## src/rtl/mm_ctrl_pkg.sv

```systemverilog
// Shared state encodings and default sizing for the matrix-multiplier front panel.
// Latency: n/a (types and constants only).
// Backpressure: n/a.
package mm_ctrl_pkg;

  typedef enum logic [1:0] {
    ST_IDLE  = 2'b00,
    ST_RUN   = 2'b01,
    ST_SHOW  = 2'b10,
    ST_FAULT = 2'b11
  } state_t;

  localparam int DIM_DEF          = 4;
  localparam int DEBOUNCE_CYC_DEF = 16;
  localparam int TIMEOUT_CYC_DEF  = 1024;

  // Result address width; a 1x1 result still needs a one-bit address.
  function automatic int addr_w(input int dim);
    return (dim * dim > 1) ? $clog2(dim * dim) : 1;
  endfunction

endpackage

```

## src/rtl/mm_button_sequencer_if.sv

```systemverilog
// Board-side buttons, multiplier handshake and display read port of the panel controller.
// Latency: n/a (wires only).
// Backpressure: none; every signal is a level or a single-cycle pulse.
interface mm_button_sequencer_if
  import mm_ctrl_pkg::*;
#(
  parameter int DIM = DIM_DEF
);
  localparam int ADDR_W = addr_w(DIM);

  logic              btn_start;
  logic              btn_next;
  logic              btn_clear;
  logic              mm_done;
  logic              mm_start;
  logic              rd_en;
  logic [ADDR_W-1:0] rd_addr;
  logic              busy;
  logic              fault;
  logic [1:0]        state_o;

  // The sequencer side.
  modport master (
    input  btn_start, btn_next, btn_clear, mm_done,
    output mm_start, rd_en, rd_addr, busy, fault, state_o
  );

  // The board / multiplier side.
  modport slave (
    output btn_start, btn_next, btn_clear, mm_done,
    input  mm_start, rd_en, rd_addr, busy, fault, state_o
  );

endinterface

```

## src/rtl/btn_pulse.sv

```systemverilog
// Raw push-button to single-cycle press pulse: 2-flop synchroniser, debounce, rising-edge one-shot.
// Latency: pulse registered 2 + DEBOUNCE_CYC cycles after the raw level settles high.
// Backpressure: none; one pulse per accepted press, releases and short glitches produce nothing.
module btn_pulse
  import mm_ctrl_pkg::*;
#(
  parameter int DEBOUNCE_CYC = DEBOUNCE_CYC_DEF
) (
  input  logic clk,
  input  logic reset,
  input  logic btn,
  output logic pulse
);
  localparam int               CNT_W    = $clog2(DEBOUNCE_CYC);
  localparam logic [CNT_W-1:0] CNT_LAST = CNT_W'(DEBOUNCE_CYC - 1);

  logic             sync0;
  logic             sync1;
  logic             level;
  logic [CNT_W-1:0] cnt;

  // Bring the asynchronous button into the clk domain.
  always_ff @(posedge clk or negedge reset) begin
    if (!reset) begin
      sync0 <= 1'b0;
      sync1 <= 1'b0;
    end else begin
      sync0 <= btn;
      sync1 <= sync0;
    end
  end

  // Count consecutive samples that differ from the accepted level; any return to the
  // accepted level restarts the count, so only an unbroken run of DEBOUNCE_CYC is taken.
  always_ff @(posedge clk or negedge reset) begin
    if (!reset) begin
      cnt   <= '0;
      level <= 1'b0;
      pulse <= 1'b0;
    end else begin
      pulse <= 1'b0;
      if (sync1 == level) begin
        cnt <= '0;
      end else if (cnt == CNT_LAST) begin
        cnt   <= '0;
        level <= sync1;
        pulse <= sync1;
      end else begin
        cnt <= cnt + 1'b1;
      end
    end
  end

endmodule

```

## src/rtl/mm_button_sequencer.sv

```systemverilog
// Front-panel controller: launches the multiplier, times out a hung run, then steps the display read address.
// Latency: mm_start / rd_en are registered one cycle after the triggering press pulse or mm_done.
// Backpressure: none; presses that land in a state which ignores them are dropped, never queued.
module mm_button_sequencer
  import mm_ctrl_pkg::*;
#(
  parameter int DIM          = DIM_DEF,
  parameter int DEBOUNCE_CYC = DEBOUNCE_CYC_DEF,
  parameter int TIMEOUT_CYC  = TIMEOUT_CYC_DEF
) (
  input  logic                  clk,
  input  logic                  reset,
  mm_button_sequencer_if.master io
);
  localparam int                ADDR_W    = addr_w(DIM);
  localparam int                TMR_W     = $clog2(TIMEOUT_CYC);
  localparam logic [ADDR_W-1:0] ADDR_LAST = ADDR_W'(DIM * DIM - 1);
  localparam logic [TMR_W-1:0]  TMR_LAST  = TMR_W'(TIMEOUT_CYC - 1);

  logic start_p;
  logic next_p;
  logic clear_p;

  state_t            state_q,    state_d;
  logic [TMR_W-1:0]  timer_q,    timer_d;
  logic [ADDR_W-1:0] addr_q,     addr_d;
  logic              mm_start_q, mm_start_d;
  logic              rd_en_q,    rd_en_d;

  btn_pulse #(.DEBOUNCE_CYC(DEBOUNCE_CYC)) u_start (
    .clk   (clk),
    .reset (reset),
    .btn   (io.btn_start),
    .pulse (start_p)
  );

  btn_pulse #(.DEBOUNCE_CYC(DEBOUNCE_CYC)) u_next (
    .clk   (clk),
    .reset (reset),
    .btn   (io.btn_next),
    .pulse (next_p)
  );

  btn_pulse #(.DEBOUNCE_CYC(DEBOUNCE_CYC)) u_clear (
    .clk   (clk),
    .reset (reset),
    .btn   (io.btn_clear),
    .pulse (clear_p)
  );

  // State, run timer, read address and the two registered strobes.
  always_ff @(posedge clk or negedge reset) begin
    if (!reset) begin
      state_q    <= ST_IDLE;
      timer_q    <= '0;
      addr_q     <= '0;
      mm_start_q <= 1'b0;
      rd_en_q    <= 1'b0;
    end else begin
      state_q    <= state_d;
      timer_q    <= timer_d;
      addr_q     <= addr_d;
      mm_start_q <= mm_start_d;
      rd_en_q    <= rd_en_d;
    end
  end

  // Next state and strobes; within a state clear beats start beats next.
  // The timer sits at zero outside RUN so every run starts counting from zero.
  always_comb begin
    state_d    = state_q;
    timer_d    = '0;
    addr_d     = addr_q;
    mm_start_d = 1'b0;
    rd_en_d    = 1'b0;
    unique case (state_q)
      ST_IDLE: begin
        if (start_p) begin
          mm_start_d = 1'b1;
          state_d    = ST_RUN;
        end
      end
      ST_RUN: begin
        // No buttons are honoured here: a run cannot be aborted, only completed or timed out.
        timer_d = timer_q + 1'b1;
        if (io.mm_done) begin
          state_d = ST_SHOW;
          addr_d  = '0;
          rd_en_d = 1'b1;
        end else if (timer_q == TMR_LAST) begin
          state_d = ST_FAULT;
        end
      end
      ST_SHOW: begin
        if (clear_p) begin
          state_d = ST_IDLE;
          addr_d  = '0;
        end else if (start_p) begin
          mm_start_d = 1'b1;
          state_d    = ST_RUN;
        end else if (next_p) begin
          addr_d  = (addr_q == ADDR_LAST) ? '0 : addr_q + 1'b1;
          rd_en_d = 1'b1;
        end
      end
      ST_FAULT: begin
        if (clear_p) begin
          state_d = ST_IDLE;
          addr_d  = '0;
        end
      end
      default: begin
        state_d = ST_IDLE;
        addr_d  = '0;
      end
    endcase
  end

  assign io.mm_start = mm_start_q;
  assign io.rd_en    = rd_en_q;
  assign io.rd_addr  = addr_q;
  assign io.busy     = (state_q == ST_RUN);
  assign io.fault    = (state_q == ST_FAULT);
  assign io.state_o  = state_q;

endmodule
```

## src/flat_wrapper.sv

```systemverilog
// flat-port wrapper written by rule: the top's interface ports become plain ports
module mm_button_sequencer_flat import mm_ctrl_pkg::*;
#(
  parameter int DIM          = DIM_DEF,
  parameter int DEBOUNCE_CYC = DEBOUNCE_CYC_DEF,
  parameter int TIMEOUT_CYC  = TIMEOUT_CYC_DEF
)
  (clk, reset, io_btn_start, io_btn_next, io_btn_clear, io_mm_done, io_mm_start, io_rd_en, io_rd_addr, io_busy, io_fault, io_state_o);
  mm_button_sequencer_if #(.DIM(DIM)) io_i ();
  input  logic clk;
  input  logic reset;
  input wire logic [$bits(io_i.btn_start)-1:0] io_btn_start;
  input wire logic [$bits(io_i.btn_next)-1:0] io_btn_next;
  input wire logic [$bits(io_i.btn_clear)-1:0] io_btn_clear;
  input wire logic [$bits(io_i.mm_done)-1:0] io_mm_done;
  output wire logic [$bits(io_i.mm_start)-1:0] io_mm_start;
  output wire logic [$bits(io_i.rd_en)-1:0] io_rd_en;
  output wire logic [$bits(io_i.rd_addr)-1:0] io_rd_addr;
  output wire logic [$bits(io_i.busy)-1:0] io_busy;
  output wire logic [$bits(io_i.fault)-1:0] io_fault;
  output wire logic [$bits(io_i.state_o)-1:0] io_state_o;
  assign io_i.btn_start = io_btn_start;
  assign io_i.btn_next = io_btn_next;
  assign io_i.btn_clear = io_btn_clear;
  assign io_i.mm_done = io_mm_done;
  assign io_mm_start = io_i.mm_start;
  assign io_rd_en = io_i.rd_en;
  assign io_rd_addr = io_i.rd_addr;
  assign io_busy = io_i.busy;
  assign io_fault = io_i.fault;
  assign io_state_o = io_i.state_o;
  mm_button_sequencer #(.DIM(DIM), .DEBOUNCE_CYC(DEBOUNCE_CYC), .TIMEOUT_CYC(TIMEOUT_CYC)) u_core (.clk(clk), .reset(reset), .io(io_i));
endmodule
```

## config.mk

```make
export PLATFORM = sky130hd
export DESIGN_NAME = mm_button_sequencer_flat
export DESIGN_NICKNAME = d
export VERILOG_FILES = /design/src/rtl/mm_ctrl_pkg.sv /design/src/rtl/mm_button_sequencer_if.sv /design/src/rtl/btn_pulse.sv /design/src/rtl/mm_button_sequencer.sv /design/src/flat_wrapper.sv
export SDC_FILE = /design/constraint.sdc
export NUM_CORES = 1
export LEC_CHECK = 0
export ABC_CLOCK_PERIOD_IN_PS = 3100
export BUFFER_PORTS_ARGS = -buffer_cell sky130_fd_sc_hd__buf_2
export CAP_MARGIN = 20
export CORE_MARGIN = 2
export CORE_UTILIZATION = 45
export CTS_BUF_LIST = sky130_fd_sc_hd__clkbuf_8
export CTS_CLUSTER_DIAMETER = 50
export DETAILED_ROUTE_END_ITERATION = 8
export GPL_TIMING_DRIVEN = 0
export PLACE_DENSITY = 0.66
export SLEW_MARGIN = 20
export SYNTH_ARGS = -nofsm -noshare
export SYNTH_HDL_FRONTEND = slang
export SYNTH_SLANG_ARGS = --single-unit
```

## constraint.sdc

```tcl
create_clock -name clk -period 3.1 [get_ports clk]
set_clock_uncertainty 0.1 [all_clocks]
set_input_delay 0 -clock clk [delete_from_list [all_inputs] [get_ports clk]]
set_output_delay 0 -clock clk [all_outputs]
set_load 0.01 [all_outputs]
```

==> flow_summary.ini, run 1 <==
[status]
outcome = finished, final reports clean

[clock_network]
cts-root-buf = clkbuf_8
numCtsBuffers = 5
cts_tree = done
clk_latency_ns = 0.28
path_clk_slew_ns = 0.08
clkSinkCount = 42
clockBufferDepth = 2
htreeDepth = 2

[power_and_ir_drop]
peakVddDrop_mv = 0.318
p_seq_share_pct = 54.6
p_clk_share_pct = 30.6
leakage_nw = 1.04
sw_frac_of_total_pct = 26.4
intPower_w = 0.000791
pwr-share-comb_pct = 14.8
power.density_nw_per_um2 = 499
switchingPower_w = 0.000284
finalPower_w = 0.00108

[timing]
fin_tns_setup_ns = 0
rsz0062_at_grt = false
max_slew_margin_pct = 38.4
fmax_mhz = 590
final-max-slew-violation-count = 0
worst_slew_pin_slew_ns = 0.923
fin_crit_ns = 1.69
final.period_utilization_pct = 54.7
hold_viol = 0
setup_viol_count_final = 0

[setup_path]
rr_startpoint = u_core.io.state_o[1]
end_kind = flip-flop
required_ns = 3.20
r2r_slack_ns = 1.41
cp.arrival_ns = 1.79
startpoint = u_core.io.state_o[1]
crit_fanout = 5
crit_type = flip-flop to flip-flop
worstSetupStartpointType = flip-flop

[synth]
ys_seq_area_share_pct = 55.7
syn_nets = 173
synth-seq-cells = 42
synth_cell_types = 35
yosys_warnings = 0
async_reset_ff_share_pct = 100
synth_edf_count = 0
synth_top_area_share_pct = 55.7
synth_largest_area_cell = dfrtp_1
netlist_area_um2 = 1890
synth_flop_cell = dfrtp_1
syn-instance-count = 158
synthTopCellsByArea = dfrtp_1 (56%), ha_1 (6.0%), xnor2_1 (5.6%)
avgSynthCellArea_um2 = 11.9

[place]
place_congestion = 0.804
dp_hpwl_mm = 2.27
placed_cell_area_um2 = 2030
port_buffers = 15

[floorplanning]
fp.dieArea_um2 = 4730
die_w_um = 68.8
core_um2 = 4030
initial_core_util_pct = 46.9
die_h_um = 68.8
num_rows = 23
ioPinCount = 16

[final_layout]
mostFrequentLayoutCells = dfrtp_1 (42), buf_2 (15), xnor2_1 (12)
seqCellArea_um2 = 1050
nNetsFinal = 200
diodes = 0
layout_commonest_cell = dfrtp_1
fin_area_um2 = 2150
drive_gt1_share_pct = 16.2
multiInputGateArea_um2 = 796
fill_cells = 351
area_growth_pct = 14.1

[detailed_routing]
post-route-drc-count = 0
dr.pass1.iters = 4
wl_mm = 3.20
wl_per_cell_um = 13.6
ant_nets = 0
route.vias.total = 1221
drt_iter0_markers = 76
via_per_inst = 5.20

[grt]
grt_pass1_vias = 1276
grt_max_degree = 43
grt_pass1_wl_mm = 5.57
antenna_found_initial = 0
overflow = 0
grt.total_usage_pct = 16.2

[hold_path]
worstHoldStart = io_btn_clear
hp-class = input pin to flip-flop

[run]
drv_cap = 0
[critical path: stages, from the launching register on]
cell and delay [ns]:
dfrtp_1 0.40, inv_1 0.10, ha_1 0.26, nand2b_2 0.15, nand3b_4 0.11, or2_4 0.26, o31ai_2 0.22
[final timing paths]
check,end,depth (start not counted)
worst max-delay path,u_core.io.rd_addr[3],6
worst min-delay path,u_core.u_clear.sync0,2
worst max register to register,u_core.io.rd_addr[3],6
worst min register to register,u_core.u_clear.sync1,0
max in group asynchronous,u_core.timer_q[4],2
min in group asynchronous,u_core.io.state_o[0],2
[synth_stat cells, types with 3 or more instances]
| cell type | instances |
|---|---|
| nor2_1 | 5 |
| nor2b_1 | 5 |
| nand4_1 | 3 |
| and2_1 | 10 |
| nor3b_1 | 5 |
| dfrtp_1 | 42 |
| nand4b_1 | 4 |
| o21ai_1 | 10 |
| and3_1 | 3 |
| a31oi_1 | 3 |
| a21oi_1 | 7 |
| nand2_1 | 4 |
| xnor2_1 | 12 |
| inv_1 | 7 |
| ha_1 | 9 |
| nand3_1 | 5 |
| mux2_1 | 3 |
[cell families after synthesis]
family / count (synthesis) / share of synthesized area (%)
buf+inv: 9 / 2.19
flops: 42 / 55.7
fa+ha+maj: 9 / 5.96
compound gates: 29 / 9.74
simple gates: 52 / 18.2
mux: 3 / 1.79
xor+xnor: 14 / 6.49
[per-stage QoR]
stage | utilization, % | worst slack (ns) | instances | hold WS [ns]
final | 53.5 | 1.41 | 235 | 0.251
after global routing | 53.5 | 1.30 | 235 | 0.249
after CTS | 53.5 | 1.40 | 235 | 0.243
after detailed placement | 50.3 | 1.42 | 223 | 0.0109
after global placement | 50.3 | 1.46 | 223 | 0.00778
after floorplan | - | 1.47 | 158 | -0.396
[routing by layer]
metal	track usage (%)	routed length [µm]
met1	18.8	1400
met2	28.7	1630
met3	3.90	124
met4	6.62	43
met5	0	0
[flip-flops by register name, indices dropped and copies added (netlist names), 2 cells and up]
register / flops
u_core.timer_q: 10
u_core.u_start.cnt: 4
u_core.u_next.cnt: 4
u_core.u_clear.cnt: 4
u_core.io.rd_addr: 4
u_core.io.state_o: 2
[area by class of cell]
type / instances / share of cell area [%]
Timing Repair Buffer: 20 / 5.81
Multi-Input combinational cell: 107 / 36.9
Inverter: 7 / 1.22
Buffer: 2 / 0.697
Clock inverter: 2 / 0.465
Clock buffer: 5 / 3.19
Sequential cell: 42 / 48.8
Tap cell: 50 / 2.90
[what timing repair did]
item                                   4_1_cts  5_1_grt
endpoints found under the hold margin       46        0
hold buffers                                 5        0
gates resized for setup                      0        0
setup buffers                                0        0
[power by group through the flow]
stage                     logic [W]  registers, W  clock network [W]
after CTS                  0.000162      0.000588           0.000337
after detailed placement   0.000155      0.000598                  0
after floorplan            0.000109      0.000597                  0
final                      0.000159      0.000587           0.000329
after global placement     0.000152      0.000595                  0
after global routing       0.000182      0.000591           0.000363
(Power assumes the default switching activity.)
==> inputs of run 2 (changes only) <==
Settings changed: ABC_CLOCK_PERIOD_IN_PS 3100 to 1500, PLACE_DENSITY 0.66 to 0.68.
Clock period 3.1 ns to 1.5 ns, I/O delays scaled along.
==> flow_summary.ini, run 2 (synthesized netlist as in run 1, its figures left out) <==
[status]
outcome = finished with violations
violations = setup timing

[final_layout]
largest_reg_flops = 10
layout_commonest_cell = dfrtp_1
diodes = 0
fill_cells = 351
area_growth_pct = 20.9
regMostFlops = u_core.timer_q
mostFrequentLayoutCells = dfrtp_1 (40), buf_2 (15), xnor2_1 (12)
drive_gt1_share_pct = 25.1
nNetsFinal = 205

[run]
drv_cap = 0

[floorplanning]
die_w_um = 68.8
initial_core_util_pct = 46.9
core_um2 = 4030
fp.dieArea_um2 = 4730
ioPinCount = 16
die_h_um = 68.8
num_rows = 23

[detailed_routing]
drt-met1-wl_mm = 1.43
post-route-drc-count = 0
topRoutingLayerUsed = met4
routed-wl-met2_mm = 1.52
drt_iter0_markers = 96
wl_mm = 3.15
ant_nets = 0
route.vias.total = 1238
wl_met3_um = 151
wl_per_cell_um = 13.1
dr.pass1.iters = 4
via_per_inst = 5.14

[setup_path]
required_ns = 1.61
crit_type = flip-flop to flip-flop
r2r-end = u_core.io.rd_addr[3]
r2r_slack_ns = -0.06
worstSetupStartpointType = flip-flop
crit_fanout = 4
cp.arrival_ns = 1.67
rr_startpoint = u_core.io.state_o[0]
end_kind = flip-flop
reg2regPathDepth = 6

[timing]
final.period_utilization_pct = 104
whs_ns = 0.242
setup_viol_count_final = 2
hold_viol = 0
setup_ws_ns = -0.0620
fmax_mhz = 640
max_slew_margin_pct = 38.7
worst_slew_pin_slew_ns = 0.920
final-max-slew-violation-count = 0
rsz0062_at_grt = true
fin_tns_setup_ns = -0.0855
fin_crit_ns = 1.56

[clock_network]
clockBufferDepth = 2
cts_tree = done
clk_latency_ns = 0.30
path_clk_slew_ns = 0.08
htreeDepth = 2
numCtsBuffers = 5
cts-root-buf = clkbuf_8
clkSinkCount = 42

[grt]
overflow = 0
antenna_found_initial = 0
grt_pass1_vias = 1245
grt_max_degree = 43
grt_pass1_wl_mm = 5.46
grt.total_usage_pct = 15.8

[place]
dp_hpwl_mm = 2.24
port_buffers = 15
place_congestion = 0.768

[power_and_ir_drop]
peakVddDrop_mv = 0.633
power.density_nw_per_um2 = 1040
leakage_nw = 1.07

[hold_path]
hold_path_depth = 2
hp-class = input pin to flip-flop
worstHoldStart = io_btn_start
whs_endpoint = u_core.u_start.sync0
## run 2: cell count changes in the layout (fill, tap and decap cells not counted), sizes merged
cell / before / now
inv: 7 / 8
buf: 16 / 21
## run 2: per-stage QoR
stage	utilization [%]	total power [W]	cell area, µm²	worst slack [ns]	cells
after global routing	56.7	0.00250	2280	-0.124	241
final	56.7	0.00237	2280	-0.0620	241
after floorplan	-	0.00152	1950	0.0146	158
after global placement	51.8	0.00160	2090	-0.0318	223
after detailed placement	51.8	0.00163	2090	-0.0713	223
after CTS	55.9	0.00237	2250	-0.0808	239
## run 2: critical path, stage by stage, from the launching register on
cell     delay, ns
dfrtp_2       0.48
inv_4         0.11
ha_4          0.14
and2b_1       0.15
nand2_2       0.06
or2_4         0.26
o31ai_2       0.18
## run 2: layout make-up
type | count | area (µm²) | area share [%]
Sequential cell | 42 | 1050 | 46.1
Multi-Input combinational cell | 107 | 872 | 38.2
Timing Repair Buffer | 25 | 163 | 7.12
Clock buffer | 5 | 68.8 | 3.01
Tap cell | 50 | 62.6 | 2.74
Inverter | 7 | 31.3 | 1.37
Clock inverter | 3 | 17.5 | 0.767
Buffer | 2 | 15.0 | 0.658
## run 2: how the worst max path moves through the flow
stage	start	to	slack [ns]	cells past startpoint
finish	u_core.io.state_o[0]	u_core.io.rd_addr[3]	-0.06	6
global route	u_core.io.state_o[0]	u_core.io.rd_addr[3]	-0.12	6
CTS	u_core.io.state_o[0]	u_core.io.rd_addr[3]	-0.08	6
detailed placement	u_core.io.state_o[0]	u_core.io.rd_addr[3]	-0.07	6
global placement	u_core.timer_q[0]	u_core.io.state_o[1]	-0.03	5
floorplan	u_core.io.state_o[1]	u_core.io.rd_addr[3]	0.01	6
## run 2: repair_timing
action                     4_1_cts  5_1_grt
resized for setup                2        4
pin swaps                        0        3
setup buffers                    3        2
setup endpoints to repair        5        6
hold endpoints to repair        47        0
hold buffers                     5        0
## run 2: power by group
| group | switching, W | internal (W) | total (W) |
|---|---|---|---|
| sequential | 0.0000566 | 0.00118 | 0.00123 |
| combinational | 0.000220 | 0.000215 | 0.000435 |
| clock | 0.000377 | 0.000321 | 0.000698 |
| total | 0.000653 | 0.00171 | 0.00237 |
## run 2: per-layer routing
layer | up-vias | track usage [%]
met5 | - | 0
met4 | 0 | 6.62
met3 | 6 | 5.03
met2 | 19 | 25.5
met1 | 600 | 19.5
li1 | 613 | -
==> inputs of run 3 (changes only) <==
Settings changed: ABC_CLOCK_PERIOD_IN_PS 1500 to 1300, RECOVER_POWER set to 50.
Clock period 1.5 ns to 1.3 ns, I/O delays scaled along.
==> flow_summary.ini, run 3 (synthesized netlist as in run 1, its figures left out) <==
[status]
outcome = finished with violations
violations = setup timing

[detailed_routing]
drt_iter0_markers = 124
drt-met1-wl_mm = 1.40
route.vias.total = 1321
topRoutingLayerUsed = met4
via_per_inst = 5.24
post-route-drc-count = 0
routed-wl-met2_mm = 2.09
wl_mm = 3.68
ant_nets = 0
dr.pass1.iters = 4
wl_per_cell_um = 14.6
wl_met3_um = 104

[place]
dp_hpwl_mm = 2.20
place_congestion = 0.778
port_buffers = 15

[power_and_ir_drop]
peakVddDrop_mv = 0.850
leakage_nw = 1.17
power.density_nw_per_um2 = 1270

[timing]
setup_viol_count_final = 13
final-max-slew-violation-count = 0
worst_slew_pin_slew_ns = 0.914
max_slew_margin_pct = 39.1
fin_crit_ns = 1.53
setup_ws_ns = -0.234
fin_tns_setup_ns = -1.49
hold_viol = 0
rsz0062_at_grt = true
final.period_utilization_pct = 118
whs_ns = 0.244
fmax_mhz = 652

[clock_network]
cts_tree = done
clockBufferDepth = 2
clk_latency_ns = 0.29
clkSinkCount = 42
numCtsBuffers = 5
cts-root-buf = clkbuf_8
path_clk_slew_ns = 0.08
htreeDepth = 2

[setup_path]
crit_cells = 6
startpoint = u_core.io.state_o[0]
crit_family = flip-flops
reg2regPathDepth = 6
cp.arrival_ns = 1.65
crit_type = flip-flop to flip-flop
cp.buffers_inverters = 1
end_kind = flip-flop
max_stage_delay_ns = 0.49
worstSetupStartpointType = flip-flop
rr_startpoint = u_core.io.state_o[0]
required_ns = 1.41
cp_slowest_cell = dfrtp_2
crit_fanout = 5
path_cells = inv_4, ha_4, and2b_1, nand2_1, or2_4, o31ai_4

[final_layout]
layout_commonest_cell = dfrtp_1
diodes = 0
drive_gt1_share_pct = 37.1
regMostFlops = u_core.timer_q
area_growth_pct = 34.8
nNetsFinal = 216
largest_reg_flops = 10
final_util_pct = 63.2
mostFrequentLayoutCells = dfrtp_1 (40), buf_2 (14), xnor2_1 (11), buf_4 (11), o21ai_1 (9)

[run]
drv_cap = 0

[floorplanning]
num_rows = 23
die_h_um = 68.8
initial_core_util_pct = 46.9
die_w_um = 68.8
ioPinCount = 16
fp.dieArea_um2 = 4730
core_um2 = 4030

[grt]
grt_pass1_vias = 1346
grt_max_degree = 43
grt_pass1_wl_mm = 5.87
grt.total_usage_pct = 17.1
overflow = 0
antenna_found_initial = 0

[hold_path]
hold_path_depth = 2
hp-class = input pin to flip-flop
worstHoldStart = io_btn_next
run 3: report_power, final:
part / leakage [nW] / total (W) / internal, W / switching (W)
clock network: 0.0714 / 0.00125 / 0.000819 / 0.000432
logic: 0.538 / 0.000541 / 0.000286 / 0.000254
registers: 0.562 / 0.00143 / 0.00136 / 0.0000717
run 3: layout make-up:
| class | count | area [µm²] |
|---|---|---|
| well taps | 50 | 62.6 |
| clock buffers | 6 | 82.6 |
| plain buffers | 2 | 26.3 |
| clock inverters | 2 | 60.1 |
| flip-flops and latches | 42 | 1050 |
| inverters | 7 | 31.3 |
| repair buffers | 36 | 274 |
| multi-input cells | 107 | 955 |
| fillers | 311 | 1480 |
run 3: through the flow:
step           instances  setup slack [ns]  cell area [µm²]  power (W)
3_3_place_gp         223            -0.216             2100    0.00185
3_5_place_dp         223            -0.242             2100    0.00186
4_1_cts              247            -0.244             2440    0.00319
5_1_grt              252            -0.310             2540    0.00341
6_report             252            -0.234             2540    0.00322
2_1_floorplan        158            -0.184             1960    0.00175
run 3: timing repair:
item	in CTS	in global routing
hold endpoints to repair	46	0
gates cloned	1	0
hold buffers	5	0
setup buffers	10	8
resized for setup	15	20
endpoints found under the setup margin	19	24
pin swaps	15	13
run 3: final timing paths:
| check | end | slack [ns] |
|---|---|---|
| setup / recovery | u_core.io.rd_addr[3] | -0.23 |
| hold / removal | u_core.u_next.sync0 | 0.24 |
| setup reg to reg | u_core.io.rd_addr[3] | -0.23 |
| hold reg to reg | u_core.u_clear.sync1 | 0.25 |
| max in group asynchronous | u_core.io.state_o[1] | 0.20 |
| min in group asynchronous | u_core.timer_q[4] | 0.27 |
run 3: routing by layer:
layer  vias to the layer above  GRT usage, %
met3                        10          4.71
li1                        635             -
met4                         0          8.82
met5                         -             0
met1                       658          18.4
met2                        18          30.5
